<file path="src/rtl/density_phase_scheduler_pkg.sv">
// Shared definitions for the density-driven traffic phase scheduler:
// phase encoding, lane geometry and default timing.
package density_phase_scheduler_pkg;

    typedef enum logic [1:0] {
        PH_ALLRED = 2'd0,
        PH_GREEN  = 2'd1,
        PH_AMBER  = 2'd2
    } phase_t;

    localparam int NUM_LANES = 4;
    localparam int CNT_W     = 8;

    localparam int DEF_G_BASE  = 8;
    localparam int DEF_G_EXT   = 4;
    localparam int DEF_G_MIN   = 4;
    localparam int DEF_AMBER_T = 3;
    localparam int DEF_RED_T   = 2;

endpackage

</file>
<file path="src/rtl/density_phase_scheduler_lane_pick.sv">
// Round-robin next-lane search: first lane with nonzero density, scanning
// from START (inclusive) or START+1 (exclusive, START itself checked last).
module lane_pick
    import density_phase_scheduler_pkg::*;
(
    input  logic [7:0] DENS,
    input  logic [1:0] START,
    input  logic       INCL,
    output logic [1:0] LANE,
    output logic       FOUND
);

    logic [NUM_LANES-1:0] busy;
    logic [1:0]           cand;

    generate
        for (genvar gi = 0; gi < NUM_LANES; gi++) begin : g_busy
            assign busy[gi] = |DENS[2*gi +: 2];
        end
    endgenerate

    // Scan from the farthest offset down so the nearest busy lane wins.
    always_comb begin
        LANE  = START + {1'b0, ~INCL};
        FOUND = 1'b0;
        cand  = 2'd0;
        for (int i = NUM_LANES - 1; i >= 0; i--) begin
            cand = START + 2'(i) + {1'b0, ~INCL};
            if (busy[cand]) begin
                LANE  = cand;
                FOUND = 1'b1;
            end
        end
    end

endmodule

</file>
<file path="src/rtl/density_phase_scheduler.sv">
// Three-phase lane scheduler: density-scaled green, fixed amber, all-red
// clearance, round-robin lane rotation with early exit when demand vanishes.
module density_phase_scheduler
    import density_phase_scheduler_pkg::*;
#(
    parameter int G_BASE  = DEF_G_BASE,
    parameter int G_EXT   = DEF_G_EXT,
    parameter int G_MIN   = DEF_G_MIN,
    parameter int AMBER_T = DEF_AMBER_T,
    parameter int RED_T   = DEF_RED_T
) (
    input  logic       CLK,
    input  logic       RST_N,
    input  logic [7:0] DENS,
    output logic [1:0] SEL,
    output logic       GREEN_EN,
    output logic       AMBER_EN,
    output logic [1:0] PHASE
);

    if (G_BASE + 3 * G_EXT > 255) begin : g_len_check
        $error("G_BASE + 3*G_EXT must not exceed 255");
    end
    if (G_MIN < 1 || G_MIN > G_BASE || AMBER_T < 1 || RED_T < 1) begin : g_timing_check
        $error("timing parameters out of range");
    end

    localparam logic [CNT_W-1:0] BASE_L  = CNT_W'(G_BASE);
    localparam logic [CNT_W-1:0] EXT_L   = CNT_W'(G_EXT);
    localparam logic [CNT_W-1:0] G_MIN_L = CNT_W'(G_MIN);
    localparam logic [CNT_W-1:0] AMBER_L = CNT_W'(AMBER_T);
    localparam logic [CNT_W-1:0] RED_L   = CNT_W'(RED_T);

    phase_t           phase_q, phase_d;
    logic [CNT_W-1:0] cnt_q, cnt_d;
    logic [CNT_W-1:0] elapsed_q, elapsed_d;
    logic [1:0]       sel_q, sel_d;
    logic             first_q, first_d;
    logic             demand_q, demand_d;
    logic             green_q, green_d;
    logic             amber_q, amber_d;

    logic [1:0]       pick_lane;
    logic             pick_found;
    logic [1:0]       pick_dens;
    logic [1:0]       sel_dens;
    logic [CNT_W-1:0] green_len;
    logic             early_exit;

    lane_pick u_lane_pick (
        .DENS  (DENS),
        .START (sel_q),
        .INCL  (first_q),
        .LANE  (pick_lane),
        .FOUND (pick_found)
    );

    assign pick_dens = DENS[2*pick_lane +: 2];
    assign sel_dens  = DENS[2*sel_q +: 2];
    assign green_len = BASE_L + EXT_L * {6'd0, pick_dens};

    // Early exit only applies to a grant made for real demand; a fallback
    // grant to an empty lane always runs its full base length.
    assign early_exit = demand_q && (elapsed_q >= G_MIN_L) && (sel_dens == 2'd0);

    always_ff @(posedge CLK or negedge RST_N) begin
        if (!RST_N) begin
            phase_q   <= PH_ALLRED;
            cnt_q     <= RED_L;
            elapsed_q <= '0;
            sel_q     <= 2'd0;
            first_q   <= 1'b1;
            demand_q  <= 1'b0;
            green_q   <= 1'b0;
            amber_q   <= 1'b0;
        end else begin
            phase_q   <= phase_d;
            cnt_q     <= cnt_d;
            elapsed_q <= elapsed_d;
            sel_q     <= sel_d;
            first_q   <= first_d;
            demand_q  <= demand_d;
            green_q   <= green_d;
            amber_q   <= amber_d;
        end
    end

    always_comb begin
        phase_d   = phase_q;
        cnt_d     = cnt_q;
        elapsed_d = elapsed_q;
        sel_d     = sel_q;
        first_d   = first_q;
        demand_d  = demand_q;
        case (phase_q)
            PH_ALLRED: begin
                if (cnt_q <= 8'd1) begin
                    phase_d   = PH_GREEN;
                    sel_d     = pick_lane;
                    first_d   = 1'b0;
                    demand_d  = pick_found;
                    cnt_d     = green_len;
                    elapsed_d = 8'd1;
                end else begin
                    cnt_d = cnt_q - 8'd1;
                end
            end
            PH_GREEN: begin
                if (cnt_q <= 8'd1 || early_exit) begin
                    phase_d = PH_AMBER;
                    cnt_d   = AMBER_L;
                end else begin
                    cnt_d     = cnt_q - 8'd1;
                    elapsed_d = elapsed_q + 8'd1;
                end
            end
            PH_AMBER: begin
                if (cnt_q <= 8'd1) begin
                    phase_d = PH_ALLRED;
                    cnt_d   = RED_L;
                end else begin
                    cnt_d = cnt_q - 8'd1;
                end
            end
            default: begin
                phase_d = PH_ALLRED;
                cnt_d   = RED_L;
            end
        endcase
        green_d = (phase_d == PH_GREEN);
        amber_d = (phase_d == PH_AMBER);
    end

    assign SEL      = sel_q;
    assign GREEN_EN = green_q;
    assign AMBER_EN = amber_q;
    assign PHASE    = phase_q;

endmodule
</file>
<file path="config.mk">
export PLATFORM = sky130hd
export DESIGN_NAME = density_phase_scheduler
export DESIGN_NICKNAME = d
export VERILOG_FILES = /design/src/rtl/density_phase_scheduler_pkg.sv /design/src/rtl/density_phase_scheduler_lane_pick.sv /design/src/rtl/density_phase_scheduler.sv
export SDC_FILE = /design/constraint.sdc
export NUM_CORES = 1
export LEC_CHECK = 0
export ABC_AREA = 1
export CORE_UTILIZATION = 40
export CTS_CLUSTER_SIZE = 30
export DETAILED_ROUTE_END_ITERATION = 10
export PLACE_DENSITY = 0.7
export SYNTH_ARGS = -nofsm -noshare
export SYNTH_HDL_FRONTEND = slang
export SYNTH_SLANG_ARGS = --single-unit
</file>
<file path="constraint.sdc">
create_clock -name CLK -period 2.8 [get_ports CLK]
set_input_delay 0.56 -clock CLK [delete_from_list [all_inputs] [get_ports CLK]]
set_output_delay 0.56 -clock CLK [all_outputs]
set_load 0.02 [all_outputs]
</file>
* Word-level counts from Yosys, hierarchy flattened
Index checks and enable logic that the tools add are counted.
** Word-level totals
- Output and inout port bits :: 6
- Input bits :: 10
- Logic and storage cells :: 72
- Register bits :: 24
** Cells by class
- Shift-type cells :: 2
- Add/sub/neg operators :: 10
- Multiplexer cells :: 27
- Equal/unequal tests :: 6
- Bitwise logic cells :: 1
- Reductions and logical operators :: 12
- Order comparisons :: 6
** Operators with widths (number)
- $mux 8 :: 5
- $pmux 8 s3 :: 1
- $pmux 8 s2 :: 1
- $shiftx 8x4->2 :: 2
- $mux 2 :: 7
- $lt 2x3->1 const B :: 4
- $add 2x1->2 :: 4
- $add 8x1->8 const B :: 1
- $bmux 1 s2 :: 4
- $ge 8x3->1 const B :: 1
- $le 8x1->1 const B :: 1
- $mux 1 :: 8
- $reduce_or 2->1 :: 4
- $sub 8x1->8 const B :: 1
- $pmux 2 s3 :: 1
- $add 4x4->5 const A :: 1
- $add 2x2->2 const B :: 2
- $eq 2x1->1 const B :: 2
- $eq 2x2->1 const B :: 2
- $logic_not 2->1 :: 2
- $ne 2x2->1 const B :: 2
- $reduce_and 3->1 :: 1
- $add 2x1->2 const B :: 1
- $logic_and 1x1->1 :: 2
- other kinds (4) :: 4

* Logic depth before layout (Yosys ltp)
Gate-level depths: netlist (run 1).
- Depth after elaboration :: 12
- Gate-level depth with buffers :: 19
- Mapped depth without buffers :: 19

* Cells and area by module
Synthesis (run 1) repeated with hierarchy kept, for this count alone.
** Unflattened totals
- Cells, all modules :: 246
- Area, all modules :: 1751.7 um2
** By module, submodules not included
- density_phase_scheduler :: sequential area each 603.1 um2, times used 1, area an instance 1486.4 um2, cells an instance 188
- lane_pick :: sequential area each 0.0 um2, times used 1, area an instance 265.3 um2, cells an instance 58

* Worst setup path before layout (run 1)
OpenSTA, ideal clock, no wires.
- Path kind :: register -> register
- Start :: reg sel_q[0] (netlist: SEL[0])
- End :: reg cnt_q[4]
- Clock period less this slack :: 2.116 ns
- Data required time :: 2.683 ns
- Path slack :: 0.684 ns
- Cell stages (with the launch flop) :: 19
- Buffers on the path :: 0
- Setup time :: 0.117 ns
- Arrival :: 2.000 ns
- Cell sequence :: dfrtp_1 inv_1 ha_1 inv_2 nand2_1 nand3_1 nand2_1 inv_2 nand2_2 nand2_2 nand2_1 nand2_2 nand2_2 nand2_1 nand3_1 nand3_1 nand2_1 nand2_1 nand2_1
** On the way
- Cells in the longest elaborated chain, start to end :: 12
- Elaborated cells between the ends (all ways) :: 28
- Classes of those cells :: add/sub: 8; shift: 2; mux: 15; reduce/logical: 3
** RTL lines
- start: declaration :: RTL line density_phase_scheduler.sv:37 : logic [1:0] sel_q, sel_d;
- start signal: assignment :: RTL line density_phase_scheduler.sv:80 : sel_q <= sel_d;
- $add 2x2->2 :: RTL line density_phase_scheduler_lane_pick.sv:28 : cand = START + 2'(i) + {1'b0, ~INCL};
- $add 2x1->2 :: RTL line density_phase_scheduler_lane_pick.sv:28
- $bmux 1 s2 :: RTL line density_phase_scheduler_lane_pick.sv:29 : if (busy[cand]) begin
- $mux 1 (not written as such) :: RTL line density_phase_scheduler_lane_pick.sv:29
- $mux 2 (4 in a row) :: RTL line density_phase_scheduler_lane_pick.sv:29
- $shiftx 8x4->2 :: RTL line density_phase_scheduler.sv:58 : assign pick_dens = DENS[2*pick_lane +: 2];
- $add 4x4->5 :: RTL line density_phase_scheduler.sv:60 : assign green_len = BASE_L + EXT_L * {6'd0, pick_dens};
- $mux 8 :: RTL line density_phase_scheduler.sv:97 : if (cnt_q <= 8'd1) begin
- $pmux 8 s3 (*) :: RTL line density_phase_scheduler.sv:95 : case (phase_q)
- net cnt_d[4] :: RTL line density_phase_scheduler.sv:35 : logic [CNT_W-1:0] cnt_q, cnt_d;
- end signal: assignment :: RTL line density_phase_scheduler.sv:78 : cnt_q <= cnt_d;
- end: declaration :: RTL line density_phase_scheduler.sv:35
The timed path passes the listed nets; every way through them passes the cells marked *. The select of a mux whose other input is x is not followed.
A chain may end at the register's enable or synchronous reset.

* Worst setup path in the final report (run 1)
- Start :: in DENS[5]
- End :: reg elapsed_q[5]
** On the way
- Cells in the longest elaborated chain, start to end :: 6
** RTL lines
- start: declaration :: RTL line density_phase_scheduler.sv:14 : input logic [7:0] DENS,
- $shiftx 8x4->2 :: RTL line density_phase_scheduler.sv:59 : assign sel_dens = DENS[2*sel_q +: 2];
- $logic_not 2->1 :: RTL line density_phase_scheduler.sv:64 : assign early_exit = demand_q && (elapsed_q >= G_MIN_L) && (sel_dens == 2'd0);
- $logic_and 1x1->1 :: RTL line density_phase_scheduler.sv:64
- $logic_or 1x1->1 :: RTL line density_phase_scheduler.sv:109 : if (cnt_q <= 8'd1 || early_exit) begin
- $ne 2x2->1 (no line)
- $reduce_and 3->1 (no line)
- end signal: assignment :: RTL line density_phase_scheduler.sv:79 : elapsed_q <= elapsed_d;
- end: declaration :: RTL line density_phase_scheduler.sv:36 : logic [CNT_W-1:0] elapsed_q, elapsed_d;
No other way between the ends.

==> results of run 1 <==
## metrics by stage
stage                     worst slack [ns]  utilization, %  power [mW]  std cells
final                                0.595            50.3        2.03        299
after CTS                            0.602            50.3        2.04        299
after detailed placement             0.319            48.8        1.80        295
after floorplan                      0.684               -        1.49        230
after global routing                 0.321            50.3        2.25        299
after global placement               0.315            48.8        1.78        295
## state kept, by name, summed over array words and instances, names as in the netlist
name / cells
AMBER_EN: 1
GREEN_EN: 1
PHASE: 2
SEL: 2
cnt_q: 8
demand_q: 1
elapsed_q: 8
first_q: 1
## per-layer routing
layer,part of all wire (%),GRT usage [%],wire length [um],vias up
li1,-,-,-,775
met1,50,25.5,1700,675
met2,47,30.2,1600,35
met3,3.5,4.17,121,0
met4,0,1.63,0,0
met5,0,0,0,-
## cell type report
type                            instances  area [um^2]  area share, %
Inverter                               36          138           7.31
Clock buffer                            4         55.1           2.92
Multi-Input combinational cell        170          862           45.8
Timing Repair Buffer                   17          165           8.77
Tap cell                               48         60.1           3.19
Sequential cell                        24          603           32.0
## cell families (layout without fill, tap and decap cells)
logic type	Yosys count	after routing	share of synthesized area, %
buf+inv	36	57	8.59
compound gates	30	30	10.3
xor+xnor	4	4	2.19
flops	24	24	37.6
simple gates	130	130	36.6
fa+ha+maj	6	6	4.68
## worst max-delay path by stage
| stage | slack [ns] | depth (start not counted) | from | to |
|---|---|---|---|---|
| 2_1_floorplan | 0.68 | 18 | SEL[0]$_DFFE_PN0P_ | cnt_q[4]$_DFF_PN0_ |
| 3_3_place_gp | 0.32 | 14 | DENS[5] | elapsed_q[5]$_DFFE_PN0P_ |
| 3_5_place_dp | 0.32 | 14 | DENS[5] | elapsed_q[5]$_DFFE_PN0P_ |
| 4_1_cts | 0.60 | 15 | DENS[5] | elapsed_q[5]$_DFFE_PN0P_ |
| 5_1_grt | 0.32 | 17 | SEL[0]$_DFFE_PN0P_ | cnt_q[3]$_DFF_PN0_ |
| 6_report | 0.59 | 15 | DENS[5] | elapsed_q[5]$_DFFE_PN0P_ |
## report_power, final
part	switching (mW)	total [mW]	internal, mW	leakage, nW
Combinational	0.783	1.22	0.437	0.610
Sequential	0.0964	0.572	0.475	0.302
Clock	0.109	0.235	0.125	0.0288
## tightest hold or removal path, cell delays in order, from the launching register on
cell,delay [ns]
dfstp_2,0.38
inv_1,0.06
nor2_1,0.04
## cells in the final DEF (no fill, tap or decap), types with 2 or more instances in the layout
master and n:
inv_2 10, a211oi_1 2, inv_1 25, ha_1 6, nand2_1 62, nand2_2 5
nor3_1 5, o21ai_0 12, nor4_1 2, clkdlybuf4s50_1 15, nor2_2 3, dfstp_2 2
xor2_1 3, buf_4 2, a21oi_1 6, nor2_1 27, clkbuf_8 4, o21ai_1 6
nand3_1 21, dfrtp_1 22
==> metrics.txt, run 1 <==
most frequent cell after synthesis=nand2_1; Final #Nets=268; drt first-iter violations=98; num rows=22; final hold slack=about 0.48 ns; Layout fillers=389; number of vias per cell=4.97; htree depth=1; Worst R2R Setup Slack=0.64 ns; Root Driver=clkbuf_8; Final HPWL DP=2730 um; clk_lat worst skew=between 0.2 and 0.3 ns; CP Cell Sequence=clkdlybuf4s50_1 -> nor2_1 -> nor2_1 -> nor2_1 -> o21ai_1 -> o21ai_1 -> a21oi_1 -> nand2_2 -> nand2_4 -> nand2_1 -> nor2_2 -> nand2_1 -> nand2_1 -> nand2_1 -> nor2_1; Initial Util=42.8%; clk buf depth=2; placed inst area=1830 um^2; WHS Endpoint=first_q$_DFFE_PN1P_; Post-Syn Area=1600 um^2; RSZ-0062 raised after global routing=no; share of post-route cells with drive strength above 1=between 10% and 20%; TritonRoute pass-1 iters=4; Main synth FF type=dfrtp_1; syn_nets=246; RR Startpoint=first_q$_DFFE_PN1P_; outcome=finished, final reports clean; fmax=453 MHz; Min-Delay Path Class=flop to flop; final setup fails=0; vias in the first global route=approximately 1400; Num CTS Buffers=3; setup total negative slack=0 ns; largest net degree at the start of global routing=25; fraction of registers with async set/reset=100%; Slew Viols, Final=0; Worst Setup End Kind=flop; core area=roughly 3700 um^2; IO Count=16; first-pass GRT wire length=6160 um; Worst slew margin=between 70 and 80%; Arr. time, crit path=2.41 ns; crit path time final=2.21 ns; worst path bufs/invs=1; Static Leak=0.941 nW; DIE HEIGHT=65.3 um; Detailed Route WL=about 3400 um; VDD IR max=0.399 mV; Reg clk slew, reported paths=0.08 ns; post-route ant nets=0; CTS Hold Bufs=0; Post-synth EDFFs=0; final hold violations=0; Port Buffer Count=15; Layout Cell Area excl Fill=1880 um^2; post_cts resized=0; Req. time, crit path=~3.0 ns; Worst path top cell family by delay=simple AND/OR/NAND/NOR gates; Slew @ Worst Pin=0.357 ns; #FFs+latches synth=24; drt wl/cell=around 11 um; post-synthesis cell count=230; worst-path fanout max=9; slowest cell on the critical path=clkdlybuf4s50_1; Final period util=78.8%; slowest stage delay, CP=0.48 ns; CP Launch Type=input pin; hold_sp=first_q$_DFFE_PN1P_; CTS tree=built; DIE WIDTH=between 60 and 70 um; All-Layer GR Usage=18.4%; DR vias=1485; GR Overflow Total=0; die area=4260 um^2; synth top area cells=dfrtp_1 (34%), nand2_1 (15%), nand3_1 (6.6%), nor2_1 (6.3%), inv_1 (5.9%); routability cong.=0.908; post-synth top area share=34.3%; P&R area growth vs syn=17.5%; top post-synthesis cells by count=nand2_1 (62), nor2_1 (27), inv_1 (25); clk sink count=24; FF-to-FF path depth=17; Post-Syn Area per Cell=6.97 um^2; power per standard cell area=between 1000 and 1500 nW/um^2; r2r endpoint=cnt_q[4]$_DFF_PN0_; CP Class=input pin to flop; Synth cell types=28; Max Clock Skew=roughly 0.0053 ns; post-synthesis sequential area ratio=between 30 and 40%; antenna violations before repair=0; cell taking the most area after synthesis=dfrtp_1; Remaining DRCs=0; n_diodes=0; Hold Path Depth=2; Yosys Warn Count=0; max-cap violation count=0; postcts setup bufs=0
Power figures use the tool's default switching activity.
==> inputs of run 2 (changes only) <==
==> constraint.sdc (replaced) <==
create_clock -name CLK -period 2.1 [get_ports CLK]
set_input_delay 0.42 -clock CLK [delete_from_list [all_inputs] [get_ports CLK]]
set_output_delay 0.42 -clock CLK [all_outputs]
set_load 0.02 [all_outputs]
==> metrics.txt, run 2 (synthesis gave the netlist of run 1 again) <==
outcome=finished, final reports clean; GR Overflow Total=0; largest net degree at the start of global routing=25; Reg clk slew, reported paths=0.09 ns; Layout Cell Area excl Fill=about 2200 um^2; htree depth=1; clk buf depth=2; most frequent cells in the layout=nand2_1 (53), buf_4 (32), nor2_1 (23); hold_sp=cnt_q[7]$_DFF_PN0_; Remaining DRCs=0; RR Startpoint=first_q$_DFFE_PN1P_; final hold slack=0.479 ns; core area=between 3000 and 4000 um^2; VDD IR max=0.529 mV; FF-to-FF path depth=17; CP Launch Type=flop; All-Layer GR Usage=between 10% and 20%; met1 Track Usage GR=25.8%; Crit path top cell by count=nand2_2; Slew @ Worst Pin=0.350 ns; IO Count=16; commonest non-fill, non-tap cell in the layout=nand2_1; RSZ-0062 raised after global routing=yes; Slew Viols, Final=0; final hold violations=0; dpl cells=317; CP Class=flop to flop; P&R area growth vs syn=39.3%; num rows=22; number of vias per cell=4.78; final setup fails=0; Num CTS Buffers=3; Root Driver=clkbuf_8; CTS tree=built; global-route met2 utilization=27.8%; Max Clock Skew=between 0.006 and 0.007 ns; Detailed Route WL=3670 um; fmax=500 MHz; Static Leak=1.12 nW; post-route ant nets=0; Top Registers=cnt_q: 8 flops, elapsed_q: 8 flops; clk sink count=24; number of standard cells in the layout, taps in and fillers out=~330; WHS Endpoint=cnt_q[7]$_DFF_PN0_; DIE HEIGHT=65.3 um; M3 GR Usage=2.60%; vias in the first global route=1378; power per standard cell area=1490 nW/um^2; Req. time, crit path=2.27 ns; DR vias=1573; Worst Setup End Kind=flop; drt first-iter violations=86; Final period util=95.2%; CTS Hold Bufs=0; first-pass GRT wire length=around 6000 um; CP Cell Sequence=ha_4 -> inv_4 -> nand2_1 -> nand3_2 -> nand2_2 -> inv_2 -> nand2_2 -> nand2_4 -> nand2_2 -> nand2_2 -> nand2_2 -> nand2_1 -> nand3_1 -> nand3_2 -> nand2_2 -> nand2_1 -> nand2_1; slowest cell on the critical path=dfstp_2; worst-path fanout max=6; share of post-route cells with drive strength above 1=30.6%; drt wl/cell=11.1 um; placed inst area=1990 um^2; crit path time final=~2 ns; Final HPWL DP=2750 um; routability cong.=~0.88; n_diodes=0; antenna violations before repair=0; r2r endpoint=cnt_q[4]$_DFF_PN0_; Worst R2R Setup Slack=~0.10 ns; Port Buffer Count=15; max-cap violation count=0; Final #Nets=298; Min-Delay Path Class=flop to flop; Hold Path Depth=1; Worst slew margin=76.4%; die area=4260 um^2; worst path bufs/invs=2; clk_lat worst skew=between 0.2 and 0.3 ns; slowest stage delay, CP=0.57 ns; TritonRoute pass-1 iters=4; DIE WIDTH=65.3 um; Initial Util=42.8%; Worst path top cell family by delay=simple AND/OR/NAND/NOR gates; Layout fillers=337; Arr. time, crit path=2.17 ns; busiest grt layer=met2
-- run 2: power breakdown --
part           internal (mW)  switching [mW]
Clock                  0.255           0.150
Combinational          0.938            1.21
Sequential             0.635           0.133
Total                   1.83            1.49
-- run 2: per-stage QoR --
step	TNS (ns)	power (mW)	utilization, %	setup slack (ns)
2_1_floorplan	0	1.98	-	0.0706
3_3_place_gp	-0.846	2.61	53.3	-0.213
3_5_place_dp	-1.12	2.62	53.3	-0.197
4_1_cts	0	3.06	55.6	0.00571
5_1_grt	-0.179	3.61	59.6	-0.0599
6_report	0	3.32	59.6	0.101
-- run 2: worst max path at each step --
| stage | start | to | slack [ns] | cells past startpoint |
|---|---|---|---|---|
| detailed placement | DENS[6] | cnt_q[4]$_DFF_PN0_ | -0.20 | 17 |
| finish | first_q$_DFFE_PN1P_ | cnt_q[4]$_DFF_PN0_ | 0.10 | 17 |
| global placement | DENS[6] | cnt_q[4]$_DFF_PN0_ | -0.21 | 17 |
| CTS | first_q$_DFFE_PN1P_ | cnt_q[4]$_DFF_PN0_ | 0.006 | 17 |
| floorplan | SEL[0]$_DFFE_PN0P_ | cnt_q[4]$_DFF_PN0_ | 0.07 | 18 |
| global route | first_q$_DFFE_PN1P_ | cnt_q[3]$_DFF_PN0_ | -0.06 | 18 |
-- run 2: layout make-up --
type,count,area (um^2),area share (%)
tap,48,60.1,2.69
timing repair buffer,47,395,17.7
sequential,24,604,27.1
clock inverter,1,30.0,1.35
multi-input combinational,170,961,43.0
clock buffer,3,41.3,1.85
inverter,36,140,6.28
-- run 2: metal layers --
layer,part of all wire (%),vias to the layer above,wire [um]
li1,-,837,-
met1,50,699,1820
met2,46,33,1670
met3,3.8,4,141
met4,0.79,0,29
met5,0,-,0
-- run 2: repair_timing --
action / CTS / global route
gates resized for setup: 2 / 30
buffers inserted: 1 / 7
setup endpoints to repair: 3 / 9
hold endpoints to repair: 0 / 0
pin swaps: 0 / 14
